### src/rtl/rom_fetch.sv
// Instruction fetch front end for a synchronous ROM with a one-cycle registered read port.
// It issues word addresses, tracks the word in flight, and hands instructions to decode.
module rom_fetch #(
  parameter int WIDTH      = 32,
  parameter int ADDR_BITS  = 10,
  parameter int RESET_ADDR = 0
) (
  input  logic                 clk,
  input  logic                 reset_n,
  output logic [ADDR_BITS-1:0] fe_addr,
  output logic                 fe_oe,
  output logic                 fe_hold,
  input  logic [WIDTH-1:0]     fe_q,
  input  logic                 jump_valid,
  input  logic [ADDR_BITS-1:0] jump_addr,
  input  logic                 halt,
  output logic                 out_valid,
  output logic [WIDTH-1:0]     out_instr,
  output logic [ADDR_BITS-1:0] out_pc,
  input  logic                 out_ready,
  output logic [31:0]          fetch_count
);

  typedef enum logic [1:0] {
    BOOT   = 2'd0,
    RUN    = 2'd1,
    STALL  = 2'd2,
    HALTED = 2'd3
  } state_t;

  localparam logic [ADDR_BITS-1:0] RESET_PC = ADDR_BITS'(RESET_ADDR);

  state_t               state;
  logic [ADDR_BITS-1:0] pc;
  logic                 inflight_valid;
  logic [ADDR_BITS-1:0] inflight_pc;
  logic                 adv;
  logic                 active;

  assign adv       = ~inflight_valid | out_ready;
  assign active    = (state == RUN) || (state == STALL);
  assign fe_addr   = pc;
  assign out_valid = inflight_valid;
  assign out_pc    = inflight_pc;
  assign out_instr = fe_q;

  // A jump squashes the ROM read and releases the hold so the stale word is dropped.
  always_comb begin
    fe_oe   = 1'b0;
    fe_hold = 1'b0;
    if (active && !jump_valid) begin
      fe_hold = ~adv;
      fe_oe   = ~(halt & adv);
    end
  end

  always_ff @(posedge clk or negedge reset_n) begin
    if (!reset_n) begin
      state          <= BOOT;
      pc             <= RESET_PC;
      inflight_valid <= 1'b0;
      inflight_pc    <= '0;
    end else begin
      case (state)
        BOOT: begin
          inflight_valid <= 1'b0;
          state          <= RUN;
        end
        RUN, STALL: begin
          if (jump_valid) begin
            pc             <= jump_addr;
            inflight_valid <= 1'b0;
            state          <= RUN;
          end else if (!adv) begin
            state <= STALL;
          end else if (halt) begin
            inflight_valid <= 1'b0;
            state          <= HALTED;
          end else begin
            pc             <= pc + ADDR_BITS'(1);
            inflight_pc    <= pc;
            inflight_valid <= 1'b1;
            state          <= RUN;
          end
        end
        HALTED: begin
          inflight_valid <= 1'b0;
          if (jump_valid) begin
            pc    <= jump_addr;
            state <= RUN;
          end else if (!halt) begin
            state <= RUN;
          end
        end
        default: begin
          inflight_valid <= 1'b0;
          state          <= BOOT;
        end
      endcase
    end
  end

  // Counts every handshake, including the one that coincides with a jump.
  always_ff @(posedge clk or negedge reset_n) begin
    if (!reset_n) begin
      fetch_count <= '0;
    end else if (inflight_valid && out_ready) begin
      fetch_count <= fetch_count + 32'd1;
    end
  end

endmodule

### config.mk
export PLATFORM = sky130hd
export DESIGN_NAME = rom_fetch
export DESIGN_NICKNAME = d
export VERILOG_FILES = /design/src/rtl/rom_fetch.sv
export SDC_FILE = /design/constraint.sdc
export NUM_CORES = 1
export LEC_CHECK = 0
export ABC_AREA = 1
export BUFFER_PORTS_ARGS = -buffer_cell sky130_fd_sc_hd__buf_2
export CAP_MARGIN = 20
export CORE_ASPECT_RATIO = 1.2
export CORE_UTILIZATION = 26
export CTS_BUF_LIST = sky130_fd_sc_hd__clkbuf_16
export DETAILED_ROUTE_END_ITERATION = 8
export HOLD_SLACK_MARGIN = 0.15
export PLACE_DENSITY_LB_ADDON = 0.1
export RECOVER_POWER = 50
export REMOVE_ABC_BUFFERS = 1
export SLEW_MARGIN = 5
export SYNTH_ARGS = -nofsm -noshare
export SYNTH_HDL_FRONTEND = slang
export SYNTH_SLANG_ARGS = --single-unit
### constraint.sdc
create_clock -name clk -period 4.8 [get_ports clk]
set_clock_uncertainty 0.1 [all_clocks]
set_input_delay 0.48 -clock clk [delete_from_list [all_inputs] [get_ports clk]]
set_output_delay 0.48 -clock clk [all_outputs]
set_load 0.01 [all_outputs]
==> flow_metrics.env <==
export IMPL_wl_per_cell_um=14.6
export IMPL_drive_above_1_share=0.195
export IMPL_antenna_found_initial=0
export IMPL_synth_distinct_cells=33
export IMPL_crit_chain="ha_1 -> inv_1 -> nor2_1 -> inv_1 -> nor2_1 -> buf_2"
export IMPL_post_cts_resized=0
export IMPL_cap_viol_max_count=0
export IMPL_ys_ff_latch=55
export IMPL_detail_route_antenna_nets=0
export IMPL_syn_to_final_growth_pct=12.2
export IMPL_port_buffers=69
export IMPL_die_x_um=105
export IMPL_powerDensity_nw_per_um2=376
export IMPL_routabilityCongestion=0.785
export IMPL_cp_max_fo=3
export IMPL_arrival_ns=1.61
export IMPL_drt_vias_per_instance=4.30
export IMPL_cts_buffers_inserted=5
export IMPL_hold_class="in2async"
export IMPL_holdBufCountCts=0
export IMPL_grt_max_degree=56
export IMPL_r2r_setup_slack_ns=2.87
export IMPL_wirelength_met1_um=4050
export IMPL_tightest_slew_ns=0.771
export IMPL_final_nets=526
export IMPL_grt_pass1_wl_um=14900
export IMPL_met3_length_um=957
export IMPL_place_ws_ns=2.88
export IMPL_post_cts_setup_buffer_count=0
export IMPL_core_um2=12200
export IMPL_drc=0
export IMPL_yosysSeqAreaShare=0.418
export IMPL_mostFrequentLayoutCell="nand2_1"
export IMPL_wl_um=9290
export IMPL_slowest_delay_ns=0.40
export IMPL_grt_total_usage=0.146
export IMPL_syn_area_per_cell_um2=7.59
export IMPL_fin_util=0.303
export IMPL_start_util=0.270
export IMPL_min_period_over_period=0.457
export IMPL_tns_ns=0
export IMPL_finalHoldViolations=0
export IMPL_slowest_stage="dfrtp_1"
export IMPL_cp_end_kind="output pin"
export IMPL_dr_pass1_iters=4
export IMPL_grt_pass1_vias=2724
export IMPL_h_tree_depth=2
export IMPL_n_antenna_cell=0
export IMPL_drv_slew=0
export IMPL_rows=44
export IMPL_yosysWarningCount=0
export IMPL_synthesis_area_um2=3290
export IMPL_layout_common_cells="138 x nand2_1, 68 x buf_2, 60 x nor2_1, 55 x dfrtp_1, 41 x inv_1"
export IMPL_rsz0062_at_grt="no"
export IMPL_grt_ovfl_total=0
export IMPL_timing_fmax_mhz=456
export IMPL_highest_layer="met4"
export IMPL_hold_ws_ns=0.237
export IMPL_peakVddDrop_mv=0.164
export IMPL_setup_viol=0
export IMPL_critPathKind="reg2out"
export IMPL_slew_headroom=0.486
export IMPL_io_pins=134
export IMPL_fp_dieH_um=125
export IMPL_clk_latency_ns=0.29
export IMPL_clkTransAtPathRegs_ns=0.07
export IMPL_dpl_hpwl_um=6970
export IMPL_cts_root_buf="clkbuf_16"
export IMPL_clockBufferDepth=2
export IMPL_dr_wl_met2_um=4210
export IMPL_worstPathRequired_ns=4.22
export IMPL_vias=2746
export IMPL_cts_tree="done"
export IMPL_status="finished clean"
export IMPL_syn_inst=434
export IMPL_setup_ws_ns=2.61
export IMPL_first_iter_violations=81
export IMPL_min_period_ns=2.19
export IMPL_leakagePower_uw=0.00188
export IMPL_die_area_um2=13100
export IMPL_critPathLaunchType="flip-flop"
export IMPL_clock_sink_count=55
## final timing paths
path	start	end	cells past startpoint
max in group asynchronous	reset_n	out_pc[3]	2
min in group clk	halt	out_valid	2
setup reg to reg	fetch_count[0]	fetch_count[26]	8
setup / recovery	state[0]	fe_hold	6
hold reg to reg	out_pc[0]	out_pc[0]	2
hold / removal	reset_n	fetch_count[10]	2
## stage by stage
stage                     instances  cell area [um2]  power, uW
after global routing            638             3700       1490
after detailed placement        630             3590       1050
after CTS                       638             3730       1420
after global placement          630             3590       1050
after floorplan                 398             3030        871
final                           638             3700       1390
## metal layers
metal / vias up / global-route usage
met5: - / 0.0263
met4: 0 / 0.0340
met3: 4 / 0.0740
met2: 107 / 0.230
met1: 1229 / 0.175
li1: 1406 / -
## critical path, delay by kind of cell, from the launching register on
family / cells / cell delay [ns]
buffers and inverters: 3 / 0.30
flip-flops: 1 / 0.40
adder cells (fa/ha/maj): 1 / 0.30
AND/OR/NAND/NOR: 2 / 0.33
## cell usage after synthesis
| cell type | instances | share of area |
|---|---|---|
| nand3b_1 | 1 | 0.0023 |
| clkbuf_1 | 2 | 0.0023 |
| nor3_1 | 4 | 0.0061 |
| xnor2_1 | 5 | 0.013 |
| nor2_4 | 6 | 0.021 |
| mux2_2 | 1 | 0.0034 |
| o21ai_0 | 19 | 0.029 |
| buf_6 | 1 | 0.0034 |
| nand2_1 | 136 | 0.15 |
| nor2_8 | 1 | 0.0061 |
| inv_1 | 40 | 0.046 |
| nand3_1 | 21 | 0.032 |
| dfrtp_1 | 55 | 0.42 |
| ha_1 | 3 | 0.011 |
| nand4_1 | 6 | 0.011 |
| o22ai_1 | 1 | 0.0019 |
| nor4_1 | 1 | 0.0019 |
| nand2_4 | 2 | 0.0068 |
| o21ai_1 | 2 | 0.0030 |
| o211ai_1 | 1 | 0.0023 |
| nor2_1 | 58 | 0.066 |
| nand3b_4 | 1 | 0.0061 |
| nor2_2 | 3 | 0.0057 |
| nand2_2 | 5 | 0.0095 |
| o31ai_1 | 1 | 0.0023 |
| a21oi_1 | 3 | 0.0046 |
| xor2_1 | 15 | 0.040 |
| a31oi_1 | 2 | 0.0038 |
| nor3b_1 | 1 | 0.0023 |
| nand3_2 | 3 | 0.0091 |
| buf_4 | 32 | 0.073 |
| buf_2 | 1 | 0.0015 |
| inv_2 | 1 | 0.0011 |
## report_power, final
part | switching, uW | internal [uW] | leakage, uW | total [uW]
Combinational | 223 | 148 | 0.00111 | 371
Clock | 173 | 189 | 0.0000701 | 362
Sequential | 101 | 554 | 0.000697 | 655
Total | 497 | 891 | 0.00188 | 1390
## kinds of logic (layout without fill, tap and decap cells)
kind of cell	Yosys count	count (layout)	synth area share
AND/OR/NAND/NOR	249	249	0.341
buffers and inverters	77	120	0.127
XOR/XNOR	20	20	0.0532
adder cells (fa/ha/maj)	3	3	0.0114
flip-flops	55	55	0.418
AO/OA/AOI/OAI	29	29	0.0467
multiplexers	1	1	0.00342
## layout make-up
class                   count  area (um2)
inverters                  41         154
flip-flops and latches     55        1380
well taps                 161         201
fillers                  1386        8520
repair buffers             71         359
multi-input cells         302        1470
clock buffers               5         125
clock inverters             3        11.3
## state kept, by name, summed over array words and instances, names as in the netlist
signal and count:
fetch_count 32, fe_addr 10, out_pc 10, state 2, out_valid 1
No activity file was read; power rests on OpenSTA's default activity.
